### config.mk
export PLATFORM = sky130hd
export DESIGN_NAME = pong_engine
export DESIGN_NICKNAME = d
export VERILOG_FILES = /design/src/rtl/pong_engine.sv
export SDC_FILE = /design/constraint.sdc
export NUM_CORES = 1
export LEC_CHECK = 0
export ABC_CLOCK_PERIOD_IN_PS = 3600
export CAP_MARGIN = 10
export CORE_AREA = 2 2 112 114
export CTS_CLUSTER_DIAMETER = 30
export DETAILED_ROUTE_END_ITERATION = 10
export DIE_AREA = 0 0 114 116
export PLACE_DENSITY = 0.79
export SLEW_MARGIN = 25
export SYNTH_ARGS = -nofsm -noshare
export SYNTH_HDL_FRONTEND = slang
export SYNTH_SLANG_ARGS = --single-unit
export TNS_END_PERCENT = 10
### constraint.sdc
create_clock -name clk -period 3.6 [get_ports clk]
set_input_delay 0.36 -clock clk [delete_from_list [all_inputs] [get_ports clk]]
set_output_delay 0.36 -clock clk [all_outputs]
set_load 0.02 [all_outputs]
### src/rtl/pong_engine.sv
// Frame-rate pong gameplay engine: paddles, 2-D ball, wall/paddle bounce, scoring, serve and game-over.
// Optional feature macro PONG_SPIN_EN: a moving paddle sets the ball's vertical direction on a hit.
module pong_engine #(
    parameter int SCREEN_W    = 640,
    parameter int SCREEN_H    = 480,
    parameter int PADDLE_W    = 8,
    parameter int PADDLE_H    = 50,
    parameter int BALL_SIZE   = 8,
    parameter int P1_X        = 40,
    parameter int P2_X        = 600,
    parameter int P_STEP      = 4,
    parameter int B_SPD_X     = 4,
    parameter int B_SPD_Y     = 2,
    parameter int HOLD_FRAMES = 60,
    parameter int WIN_SCORE   = 9,
    parameter int SCORE_W     = 4
) (
    input  logic               clk,
    input  logic               rst,
    input  logic               frame_tick,
    input  logic               p1_up,
    input  logic               p1_dn,
    input  logic               p1_srv,
    input  logic               p2_up,
    input  logic               p2_dn,
    input  logic               p2_srv,
    output logic [8:0]         p1_y,
    output logic [8:0]         p2_y,
    output logic [9:0]         ball_x,
    output logic [8:0]         ball_y,
    output logic [SCORE_W-1:0] p1_score,
    output logic [SCORE_W-1:0] p2_score,
    output logic [1:0]         state,
    output logic               server,
    output logic               point
);

    localparam int HOLD_W = $clog2(HOLD_FRAMES + 1);

    // Geometry in 11-bit signed so that subtraction near zero never wraps.
    localparam logic signed [10:0] PY_MAX_S = 11'(SCREEN_H - PADDLE_H);
    localparam logic signed [10:0] STEP_S   = 11'(P_STEP);
    localparam logic signed [10:0] BSX_S    = 11'(B_SPD_X);
    localparam logic signed [10:0] BSY_S    = 11'(B_SPD_Y);
    localparam logic signed [10:0] BY_MAX_S = 11'(SCREEN_H - BALL_SIZE);
    localparam logic signed [10:0] BX_MAX_S = 11'(SCREEN_W - BALL_SIZE);
    localparam logic signed [10:0] HIT_L_S  = 11'(P1_X + PADDLE_W);
    localparam logic signed [10:0] HIT_R_S  = 11'(P2_X - BALL_SIZE);
    localparam logic signed [10:0] PH_S     = 11'(PADDLE_H);
    localparam logic signed [10:0] BS_S     = 11'(BALL_SIZE);

    localparam logic [8:0]         PY_RST    = 9'((SCREEN_H - PADDLE_H) / 2);
    localparam logic [8:0]         BALL_OFS  = 9'((PADDLE_H - BALL_SIZE) / 2);
    localparam logic [9:0]         BX_L      = 10'(P1_X + PADDLE_W);
    localparam logic [9:0]         BX_R      = 10'(P2_X - BALL_SIZE);
    localparam logic [SCORE_W-1:0] WIN       = SCORE_W'(WIN_SCORE);
    localparam logic [HOLD_W-1:0]  HOLD_LAST = HOLD_W'(HOLD_FRAMES - 1);

    typedef enum logic [1:0] {
        ST_SERVE = 2'b00,
        ST_PLAY  = 2'b01,
        ST_POINT = 2'b10,
        ST_OVER  = 2'b11
    } state_t;

    function automatic logic signed [10:0] ext9(input logic [8:0] v);
        return $signed({2'b00, v});
    endfunction

    function automatic logic [8:0] paddle_next(input logic [8:0] y, input logic up, input logic dn);
        logic signed [10:0] t;
        t = ext9(y);
        if (up && !dn) begin
            t = t - STEP_S;
        end else if (dn && !up) begin
            t = t + STEP_S;
        end else begin
            t = ext9(y);
        end
        if (t < 11'sd0) begin
            return 9'd0;
        end else if (t > PY_MAX_S) begin
            return PY_MAX_S[8:0];
        end else begin
            return t[8:0];
        end
    endfunction

    function automatic logic overlap(input logic [8:0] by, input logic [8:0] py);
        return ((ext9(by) + BS_S) > ext9(py)) && (ext9(by) < (ext9(py) + PH_S));
    endfunction

    function automatic logic [SCORE_W-1:0] sat_inc(input logic [SCORE_W-1:0] s);
        return (s < WIN) ? (s + SCORE_W'(1)) : s;
    endfunction

    state_t              state_q, state_d;
    logic [8:0]          p1_q, p1_d, p2_q, p2_d;
    logic [9:0]          bx_q, bx_d;
    logic [8:0]          by_q, by_d;
    logic                dx_q, dx_d;   // 1 = moving right
    logic                dy_q, dy_d;   // 1 = moving down
    logic [SCORE_W-1:0]  s1_q, s1_d, s2_q, s2_d;
    logic                server_q, server_d;
    logic [HOLD_W-1:0]   hold_q, hold_d;
    logic                point_q, point_d;

    logic [8:0]          p1_n_s, p2_n_s;
    logic signed [10:0]  bx_s, by_s;
    logic                vdy_s;

    assign p1_n_s = paddle_next(p1_q, p1_up, p1_dn);
    assign p2_n_s = paddle_next(p2_q, p2_up, p2_dn);
    assign bx_s   = $signed({1'b0, bx_q});
    assign by_s   = ext9(by_q);

    // Next-state and next-output logic; nothing but the point pulse changes off a frame tick.
    always_comb begin
        state_d  = state_q;
        p1_d     = p1_q;
        p2_d     = p2_q;
        bx_d     = bx_q;
        by_d     = by_q;
        dx_d     = dx_q;
        dy_d     = dy_q;
        s1_d     = s1_q;
        s2_d     = s2_q;
        server_d = server_q;
        hold_d   = hold_q;
        point_d  = 1'b0;
        vdy_s    = dy_q;
        if (frame_tick) begin
            case (state_q)
                ST_SERVE: begin
                    p1_d = p1_n_s;
                    p2_d = p2_n_s;
                    if (server_q ? p2_srv : p1_srv) begin
                        state_d = ST_PLAY;
                        dx_d    = ~server_q;
                        dy_d    = 1'b1;
                    end else begin
                        bx_d = server_q ? BX_R : BX_L;
                        by_d = (server_q ? p2_n_s : p1_n_s) + BALL_OFS;
                    end
                end
                ST_PLAY: begin
                    p1_d = p1_n_s;
                    p2_d = p2_n_s;
                    if (!dy_q) begin
                        if (by_s < BSY_S) begin
                            by_d  = 9'd0;
                            vdy_s = 1'b1;
                        end else begin
                            by_d = by_q - BSY_S[8:0];
                        end
                    end else begin
                        if ((by_s + BSY_S) > BY_MAX_S) begin
                            by_d  = BY_MAX_S[8:0];
                            vdy_s = 1'b0;
                        end else begin
                            by_d = by_q + BSY_S[8:0];
                        end
                    end
                    dy_d = vdy_s;
                    // Paddle contact uses the pre-update paddle; the wall result above still stands.
                    if (!dx_q) begin
                        if (((bx_s - BSX_S) <= HIT_L_S) && (bx_s >= HIT_L_S) && overlap(by_q, p1_q)) begin
                            bx_d = BX_L;
                            dx_d = 1'b1;
`ifdef PONG_SPIN_EN
                            dy_d = (p1_up ^ p1_dn) ? p1_dn : vdy_s;
`else
                            dy_d = vdy_s;
`endif
                        end else if (bx_s < BSX_S) begin
                            s2_d     = sat_inc(s2_q);
                            server_d = 1'b0;
                            state_d  = ST_POINT;
                            point_d  = 1'b1;
                            hold_d   = {HOLD_W{1'b0}};
                        end else begin
                            bx_d = bx_q - BSX_S[9:0];
                        end
                    end else begin
                        if (((bx_s + BSX_S) >= HIT_R_S) && (bx_s <= HIT_R_S) && overlap(by_q, p2_q)) begin
                            bx_d = BX_R;
                            dx_d = 1'b0;
`ifdef PONG_SPIN_EN
                            dy_d = (p2_up ^ p2_dn) ? p2_dn : vdy_s;
`else
                            dy_d = vdy_s;
`endif
                        end else if ((bx_s + BSX_S) > BX_MAX_S) begin
                            s1_d     = sat_inc(s1_q);
                            server_d = 1'b1;
                            state_d  = ST_POINT;
                            point_d  = 1'b1;
                            hold_d   = {HOLD_W{1'b0}};
                        end else begin
                            bx_d = bx_q + BSX_S[9:0];
                        end
                    end
                end
                ST_POINT: begin
                    p1_d = p1_n_s;
                    p2_d = p2_n_s;
                    if (hold_q == HOLD_LAST) begin
                        hold_d = {HOLD_W{1'b0}};
                        if ((s1_q == WIN) || (s2_q == WIN)) begin
                            state_d = ST_OVER;
                        end else begin
                            state_d = ST_SERVE;
                            bx_d    = server_q ? BX_R : BX_L;
                            by_d    = (server_q ? p2_n_s : p1_n_s) + BALL_OFS;
                        end
                    end else begin
                        hold_d = hold_q + HOLD_W'(1);
                    end
                end
                ST_OVER: begin
                    if (p1_srv || p2_srv) begin
                        s1_d     = {SCORE_W{1'b0}};
                        s2_d     = {SCORE_W{1'b0}};
                        server_d = 1'b0;
                        state_d  = ST_SERVE;
                        hold_d   = {HOLD_W{1'b0}};
                        bx_d     = BX_L;
                        by_d     = p1_q + BALL_OFS;
                        dx_d     = 1'b1;
                        dy_d     = 1'b1;
                    end else begin
                        state_d = ST_OVER;
                    end
                end
                default: begin
                    state_d = ST_SERVE;
                end
            endcase
        end else begin
            state_d = state_q;
        end
    end

    // State and output registers.
    always_ff @(posedge clk or posedge rst) begin
        if (rst) begin
            state_q  <= ST_SERVE;
            p1_q     <= PY_RST;
            p2_q     <= PY_RST;
            bx_q     <= BX_L;
            by_q     <= PY_RST + BALL_OFS;
            dx_q     <= 1'b1;
            dy_q     <= 1'b1;
            s1_q     <= {SCORE_W{1'b0}};
            s2_q     <= {SCORE_W{1'b0}};
            server_q <= 1'b0;
            hold_q   <= {HOLD_W{1'b0}};
            point_q  <= 1'b0;
        end else begin
            state_q  <= state_d;
            p1_q     <= p1_d;
            p2_q     <= p2_d;
            bx_q     <= bx_d;
            by_q     <= by_d;
            dx_q     <= dx_d;
            dy_q     <= dy_d;
            s1_q     <= s1_d;
            s2_q     <= s2_d;
            server_q <= server_d;
            hold_q   <= hold_d;
            point_q  <= point_d;
        end
    end

    assign p1_y     = p1_q;
    assign p2_y     = p2_q;
    assign ball_x   = bx_q;
    assign ball_y   = by_q;
    assign p1_score = s1_q;
    assign p2_score = s2_q;
    assign state    = state_q;
    assign server   = server_q;
    assign point    = point_q;

endmodule
### Word level (Yosys, flattened, before mapping)

Index checks and enable logic that the tools add are counted.

* bits in registers: 57
* bits of input ports: 9
* word-level logic and storage cells: 188

* add/sub/neg operators: 19
* magnitude comparators: 18
* equal/unequal tests: 25
* muxes and demuxes: 83
* bitwise logic cells: 1
* reductions and logical operators: 30

Operators by type and width (number)
* $mux W10: 12
* $mux W9: 12
* $mux W6: 7
* $reduce_and A7 Y1: 6
* $pmux W10 S4: 1
* $mux W4: 9
* $pmux W9 S4: 1
* $ne A2 B2 Y1 const B: 13
* $mux W1: 23
* $gt A11 B10 Y1 const B: 2
* $lt A11 B1 Y1 const B: 2
* $mux W11: 2
* $add A9 B3 Y10 const B: 2
* $add A9 B6 Y10 const B: 2
* $lt A9 B10 Y1: 2
* $sub A9 B3 Y10 const B: 2
* $add A9 B5 Y9 const B: 2
* $mux W2: 9
* $pmux W6 S3: 1
* $pmux W4 S2: 2
* $ne A3 B3 Y1 const B: 4
* $add A10 B3 Y11 const B: 1
* $ge A11 B11 Y1 const B: 1
* $gt A11 B10 Y1: 1
* 37 further kinds: 57

### Logic depth before layout (Yosys ltp)

Gate-level depths: netlist of the first run.

* depth in word-level cells: 12
* mapped depth: 15
* mapped depth without buffers: 15

### Worst setup path before layout of the first run

OpenSTA, ideal clock, no wires.

* path type: register -> register
* start: register p1_q[3], in the netlist p1_y[3]
* end: register by_q[4], in the netlist ball_y[4]
* data arrival time: 3.398 ns
* data required time: 3.506 ns
* path slack: 0.108 ns
* stages on the path, launching flop included: 16
* path buffers: 1
* period minus slack after synthesis: 3.492 ns
* cells stage by stage: dfrtp_1 clkbuf_1 inv_1 ha_1 or3b_1 or4_1 a21oi_1 o21ai_0 o2111ai_1 o311ai_4 inv_1 ha_1 inv_1 a32o_1 xor2_1 a221oi_2

* longest elaborated chain between the ends: 11
* elaborated cells on any way between the ends: 16

Ends and longest elaborated chain
* start: declaration: line 98 `logic [8:0] p1_q, p1_d, p2_q, p2_d;`
* start signal: assignment: line 261 `p1_q <= p1_d;`
* $add A9 B3 Y10: line 76 `t = t + STEP_S;`
* $mux W10: line 75 `end else if (dn && !up) begin`
* $mux W11: line 73 `if (up && !dn) begin`
* $gt A11 B10 Y1: line 82 `end else if (t > PY_MAX_S) begin`
* $mux W9: line 82
* $mux W9: line 80 `if (t < 11'sd0) begin`
* $mux W9: line 143, 214
* $add A9 B5 Y9: line 143, 214
* $mux W9: line 209 `if ((s1_q == WIN) || (s2_q == WIN)) begin`
* $mux W9: line 207 `if (hold_q == HOLD_LAST) begin`
* $pmux W9 S4 *: line 133 `case (state_q)`
* end signal: assignment: line 251 `by_q <= PY_RST + BALL_OFS;`
* end signal: assignment: line 264 `by_q <= by_d;`
* end: declaration: line 100 `logic [8:0] by_q, by_d;`

Mark *: on every way between the ends. The rest lies on a longest branch, timed or not. The select of a mux whose other input is x is not followed.
A chain may end at the register's enable or synchronous reset.

### Worst setup path after layout of the first run

* start: register p2_q[2], in the netlist p2_y[2]
* end: register bx_q[9], in the netlist ball_x[9]

* longest elaborated chain between the ends: 7
* elaborated cells on any way between the ends: 10

Ends and longest elaborated chain
* start: declaration: line 98
* start signal: assignment: line 262 `p2_q <= p2_d;`
* $add A9 B6 Y10: line 90 `return ((ext9(by) + BS_S) > ext9(py)) && (ext9(by) < (ext9(py) + PH_S));`
* $lt A9 B10 Y1: line 90
* $logic_and A1 B1 Y1 *: line 90
* $logic_and A1 B1 Y1 *: line 185 `if (((bx_s + BSX_S) >= HIT_R_S) && (bx_s <= HIT_R_S) && overlap(by_q, p2_q)) begin`
* $mux W10: line 185
* $mux W10: line 166 `if (!dx_q) begin`
* $pmux W10 S4: line 133
* end signal: assignment: line 250 `bx_q <= BX_L;`
* end signal: assignment: line 263 `bx_q <= bx_d;`
* end: declaration: line 99 `logic [9:0] bx_q, bx_d;`

Mark *: on every way between the ends. The rest lies on a longest branch, timed or not.

==> summary.md, run 1 <==
| Metric | Value |
|---|---|
| Max Slew Vio Count | 0 |
| Post-route cell area | 0.00752 sq mm |
| Total Wirelength | 20,200 microns |
| Vias | 6,892 |
| Slowest-stage cell, CP | dfstp_2 |
| RSZ-0062 raised after global routing | true |
| Fin nets | 952 |
| CTS sink cnt | 55 |
| Clk root buf | clkbuf_16 |
| TritonCTS buffer count | 5 |
| Antenna violations before repair | 0 |
| H-tree lvl count | 2 |
| Clock skew | 0.00797 ns |
| Die Y-Extent | 116 microns |
| Sequential element share of the synthesized area | 0.221 |
| Routed Antenna Nets | 0 |
| Hold buffers post-CTS | 0 |
| Pin count of the biggest net entering global routing | 39 |
| All-Layer GR Usage | 0.312 |
| Placed cells | 1,027 |
| Max Cap Viol | 0 |
| Top Family by Delay on Critical Path | compound AO/OA/AOI/OAI gates |
| Post-synth ARST share | 1.00 |
| Clk Latency, worst-skew pair | 0.31 ns |
| Pleak | 0.00309 uW |
| Worst vdd ir | 0.000483 V |
| Final cell count without fillers | 1,036 |
| Starting Density | 0.533 |
| Final worst-path cycle share | 0.964 |
| Setup TNS | 0 ns |
| Slew HR | 0.442 |
| Number of antenna diodes | 0 |
| GPL Wtd Cong | 1.01 |
| Area grow syn2layout | 18.4% |
| Synth top area cells | dfrtp_1 (13%), ha_1 (11%), dfstp_2 (8.7%), o21ai_0 (4.3%), xnor2_1 (4.1%) |
| Cell Area, Placed | 0.00730 sq mm |
| DR DRC count | 0 |
| Cell Chain, Critical Path | ha_2 -> a21oi_1 -> nand2_1 -> nand2_1 -> xnor2_1 -> ha_1 -> o21ai_0 -> nand2b_1 -> a21oi_2 -> a41oi_2 -> o41ai_2 -> buf_4 -> o211a_1 -> buf_4 -> o31ai_1 -> a211oi_1 -> o32a_1 |
| Share of cells above drive strength 1 | 0.154 |
| Final setup fails | 0 |
| Die area | 0.0132 sq mm |
| Critical Path AT | 3.67 ns |
| Period minus WS final | 3.47 ns |
| Synth warnings | 0 |
| Kind of critical path | reg2reg |
| Required time of the critical path | 3.80 ns |
| Cell variety after synth | 92 |
| CP endpoint kind | flip-flop |
| Buf/Inv on CP | 2 |
| Cell Area, Synth | 0.00635 sq mm |
| Hold Violations, Final | 0 |
| Crit-path max FO | 5 |
| Power Density | 957 mW/mm^2 |
| Status | complete, no violations |
| Worst slew pin tran | 0.830 ns |
| Vias in the first global route | 6,539 |
| Routed length per instance | 19.5 microns |
| Core ar. | 0.0119 sq mm |
| Peak Freq | 0.288 GHz |
| Clock buffer depth | 2 |
| Drt first-iter violations | 588 |
| Post-placement setup slack | -0.0613 ns |
| FP Rows | 40 |
| CTS tree | built |
| Vias/cell | 6.65 |
| Drt pass-1 iters | 5 |
| Num ports | 58 |
| Synth top area share | 0.134 |
| Area leader, netlist | dfrtp_1 |
| Average cell area after synthesis | 7.87 sq um |
| Class of the worst hold path | in2async |
| Total grt overflow | 0 |
| First-pass GRT wire length | 33,100 microns |
| Worst path max stage delay | 0.61 ns |
| Top FF cell, synth | dfrtp_1 |
| Mapped Cells | 807 |
| #FFs+latches synth | 55 |
| Detailed-placement wirelength estimate | 15,400 microns |
| Crit start category | flip-flop |
| Die Span X | 114 microns |
| IO Port Bufs | 55 |
| Clk slew on worst S/H paths | 0.08 ns |
| Fin Hold WS | 0.331 ns |
| EDFF count, synth | 0 |
| Final setup margin | 0.128 ns |
-- layout make-up --
type                            count  area (sq um)
Clock inverter                      3          25.0
Tap cell                          147           184
Clock buffer                        5           125
Fill cell                        1071          4390
Timing Repair Buffer              119          1030
Multi-Input combinational cell    656          4560
Inverter                           51           191
Sequential cell                    55          1400
-- flip-flops by register name, indices dropped and copies added, names as in the netlist, 2 cells and up --
| name | cells |
|---|---|
| ball_y | 9 |
| p1_y | 9 |
| p2_y | 9 |
| ball_x | 8 |
| hold_q | 6 |
| p1_score | 4 |
| p2_score | 4 |
| state | 2 |
-- where the power goes --
part	switching (uW)	total, uW	internal [uW]
clock network	265	529	264
logic	2950	5180	2230
registers	540	1480	944
-- cells in the mapped netlist (12+ instances only) --
cell / n
nor2_1: 62
nand4_1: 14
nand2_1: 68
dfrtp_1: 34
ha_1: 55
o21ai_0: 55
a21oi_1: 45
and3_1: 16
xnor2_1: 30
inv_1: 49
nor3_1: 23
a221oi_1: 12
dfstp_2: 21
o211ai_1: 16
clkbuf_1: 31
nand3_1: 43
-- metrics by stage --
step | power (uW) | utilization
final | 7200 | 0.631
after global routing | 7790 | 0.631
after CTS | 7000 | 0.626
after detailed placement | 6420 | 0.613
after global placement | 6250 | 0.613
after floorplan | 4710 | -
-- kinds of logic (layout without fill, tap and decap cells) --
family,count (synthesis),in the layout,share of synthesized area
buffers and inverters,97,178,0.0709
AO/OA/AOI/OAI,260,260,0.297
adder cells (fa/ha/maj),55,55,0.108
flip-flops,55,55,0.221
multiplexers,8,8,0.0130
XOR/XNOR,38,38,0.0548
AND/OR/NAND/NOR,293,293,0.234
other,1,2,0.000591
-- cells in the final DEF (no fill, tap or decap), types with 11 or more instances in the layout --
master | Yosys | final
nand2_1 | 68 | 68
nand4_1 | 14 | 14
dfstp_2 | 21 | 21
nor2_1 | 62 | 61
a21oi_1 | 45 | 42
o21ai_0 | 55 | 53
nand3_1 | 43 | 43
nor3_1 | 23 | 21
and3_1 | 16 | 16
clkdlybuf4s50_1 | 0 | 55
buf_4 | 2 | 64
dfrtp_1 | 34 | 34
ha_1 | 55 | 54
a31oi_1 | 11 | 11
xnor2_1 | 30 | 30
a221oi_1 | 12 | 12
inv_1 | 49 | 48
and2_1 | 11 | 11
o211ai_1 | 16 | 16
-- worst paths after layout --
| check | cells past startpoint | endpoint | start | slack (ns) |
|---|---|---|---|---|
| max reg2reg | 17 | ball_x[9] | p2_y[2] | 0.13 |
| min in group clk | 1 | p2_y[0] | p2_y[0] | 0.57 |
| min | 2 | p1_score[1] | rst | 0.33 |
| min reg2reg | 1 | p2_y[0] | p2_y[0] | 0.57 |
| max | 17 | ball_x[9] | p2_y[2] | 0.13 |
| max in group asynchronous | 3 | p2_y[1] | rst | 2.38 |
-- what timing repair did --
| action | in CTS | in global routing |
|---|---|---|
| setup endpoints to repair | 0 | 22 |
| hold endpoints to repair | 0 | 0 |
| buffers inserted | 0 | 1 |
| resized for setup | 0 | 14 |
-- per-layer routing --
layer  share of wire  track usage  up-vias
met5               0            0        -
met4           0.025        0.100        0
met3           0.080       0.0549       50
met2            0.46        0.496      328
met1            0.44        0.432     3329
li1                -            -     3185
No activity file was read; power rests on OpenSTA's default activity.
==> inputs of run 2 (changes only) <==
- ABC_CLOCK_PERIOD_IN_PS: 3600 -> unset
- SLEW_MARGIN: 25 -> unset
- clock period: 3.6 -> 2.8 ns (I/O delays scaled with it)
==> run 2 against run 1 <==
Net effect: the flow now finishes with violations (setup timing); critical path type unchanged; cell area grew 22%; die area is the same; hold slack lost 0.11 ns; highest routed layer unchanged; flip-flop and latch count is the same; final cell count grew 15%; sequential share of layout area shrank 3.4 points.
==> summary.md, run 2 (synthesis gave the netlist of run 1 again) <==
| Metric | Value |
|---|---|
| Status | finished, violations left |
| Failing checks | setup timing |
| Detailed-placement wirelength estimate | 17,500 microns (+13%) |
| Most common cell after layout, fill and taps aside | buf_4 |
| Crit start category | flip-flop |
| Clock buffer depth | 2 (unchanged) |
| Setup TNS | -12.57 ns (-12.57 ns) |
| Vias/cell | 6.68 (+0.47%) |
| Routed length per instance | 21.2 microns (+8.6%) |
| IO Port Bufs | 55 (unchanged) |
| Fillers | 792 (-26%) |
| Required time of the critical path | 3.00 ns (-0.80 ns) |
| Class of the worst hold path | in2async |
| Final worst-path cycle share | 1.22 (+0.252) |
| Setup slack, reg-to-reg | -0.61 ns (-0.73 ns) |
| Share of cells above drive strength 1 | 0.341 (+0.187) |
| Worst setup path start | p2_y[4] |
| Antenna violations before repair | 0 (unchanged) |
| Critical R2R Launch | p2_y[4] |
| Critical Path AT | 3.60 ns (-0.07 ns) |
| Drt pass-1 iters | 8 (+3) |
| CTS tree | built |
| All-Layer GR Usage | 0.350 (+0.0384) |
| Max Cap Viol | 0 (unchanged) |
| CP endpoint kind | flip-flop |
| Final setup margin | -0.605 ns (-0.733 ns) |
| Worst slew pin tran | 0.647 ns (-0.183 ns) |
| Total grt overflow | 0 (unchanged) |
| Clk Latency, worst-skew pair | 0.31 ns (about the same) |
| Reg-to-reg endpoint | ball_y[4] |
| Die area | 0.0132 sq mm (unchanged) |
| First-pass GRT wire length | 36,800 microns (+11%) |
| Pin count of the biggest net entering global routing | 25 (-36%) |
| Clock skew | 0.0109 ns (+0.00292 ns) |
| Vias in the first global route | 7,347 (+12%) |
| GPL Wtd Cong | 0.982 (-2.5%) |
| RSZ-0062 raised after global routing | true |
| Power Density | 1290 mW/mm^2 (+35%) |
| Clk slew on worst S/H paths | 0.08 ns (about the same) |
| Highest-count cells in the layout ignoring fill and taps | buf_4 (215), nand2_1 (63), nor2_1 (61) |
| Core ar. | 0.0119 sq mm (unchanged) |
| Number of antenna diodes | 0 (unchanged) |
| CTS sink cnt | 55 (unchanged) |
| Core Util, Final | 0.771 (+0.140) |
| Hold Violations, Final | 0 (unchanged) |
| Drt first-iter violations | 1,086 (+85%) |
| Clk root buf | clkbuf_16 |
| Multi-input gate area | 0.00498 sq mm (+9.3%) |
| Kind of critical path | reg2reg |
| Peak Freq | 0.294 GHz (+2.0%) |
| Routed Antenna Nets | 0 (unchanged) |
| Final setup fails | 32 (+32) |
| Total power draw | 11,900 uW (+65%) |
| Slew HR | 0.569 (+0.127) |
| Worst setup path end | ball_y[4] |
| Die Span X | 114 microns (unchanged) |
| Pleak | 0.00397 uW (+29%) |
| Max Slew Vio Count | 0 (unchanged) |
| Vias | 7,987 (+16%) |
| R2r worst-path depth | 12 (-5) |
| TritonCTS buffer count | 5 (unchanged) |
| Worst vdd ir | 0.000583 V (+21%) |
| Total Wirelength | 25,300 microns (+25%) |
| Fin nets | 1,111 (+17%) |
| Hold buffers post-CTS | 0 (unchanged) |
| Die Y-Extent | 116 microns (unchanged) |
| Crit-path max FO | 5 (unchanged) |
| Post-placement setup slack | -0.686 ns (-0.625 ns) |
| H-tree lvl count | 2 (unchanged) |
| Num ports | 58 (unchanged) |
| Period minus WS final | 3.41 ns (-0.0667 ns) |
| Starting Density | 0.533 (unchanged) |
| Area grow syn2layout | 44.7% |
| Sequential cell area | 0.00140 sq mm (about the same) |
| DR DRC count | 0 (unchanged) |
| FP Rows | 40 (unchanged) |
run 2: cell count changes in the layout (fill, tap and decap cells not counted), sizes merged:
cell    delta
clkinv     +1
inv        -1
buf      +159
run 2: how the worst min path moves through the flow:
stage,startpoint,end,slack (ns),cells after the start
CTS,rst,p2_score[1],0.23,2
global placement,hold_q[1],hold_q[1],0.54,2
finish,rst,p2_score[0],0.22,2
detailed placement,p1_score[3],p1_score[3],0.54,2
global route,rst,p2_score[1],0.26,2
floorplan,hold_q[1],hold_q[1],0.51,2
run 2: through the flow:
step	hold WS, ns	std cells	instance area (sq um)
floorplan	0.507	808	6430
global placement	0.536	1162	8390
detailed placement	0.543	1162	8390
CTS	0.227	1181	8830
global route	0.263	1195	9190
finish	0.221	1195	9190
run 2: what timing repair did:
action                                  4_1_cts  5_1_grt
gates resized for setup                      50       49
pin swaps                                    36       39
setup buffers                                11       15
endpoints found under the setup margin       32       32
run 2: cell type report:
class,count,area share
clock inverter,3,0.00300
multi-input combinational,656,0.543
tap,147,0.0200
clock buffer,5,0.0136
timing repair buffer,278,0.246
sequential,55,0.153
inverter,51,0.0214
run 2: report_power, final:
part / total [uW] / leakage (uW) / switching, uW / internal, uW
Sequential: 1740 / 0.000641 / 529 / 1210
Combinational: 9460 / 0.00326 / 5110 / 4350
Clock: 683 / 0.0000719 / 342 / 341
Total: 11900 / 0.00397 / 5980 / 5910
run 2: routing by layer:
layer | up-vias | track usage | share of wire
met4 | 0 | 0.145 | 0.052
li1 | 3508 | - | -
met5 | - | 0 | 0
met1 | 3749 | 0.461 | 0.38
met2 | 576 | 0.568 | 0.45
met3 | 154 | 0.0664 | 0.11
run 2: critical path, cell delays in order (launching register included):
cell	delay (ns)
dfstp_2	0.42
or4b_4	0.55
or4_4	0.45
and3_4	0.22
o211ai_4	0.25
a22oi_2	0.16
o311ai_4	0.27
inv_2	0.07
ha_2	0.19
inv_2	0.06
a32o_2	0.22
xor2_2	0.11
a221oi_2	0.32
==> inputs of run 3 (changes only) <==
- HOLD_SLACK_MARGIN: unset -> 0.08
==> results of run 3 <==
Final layout, timing and power as in run 2 (identical DEF).
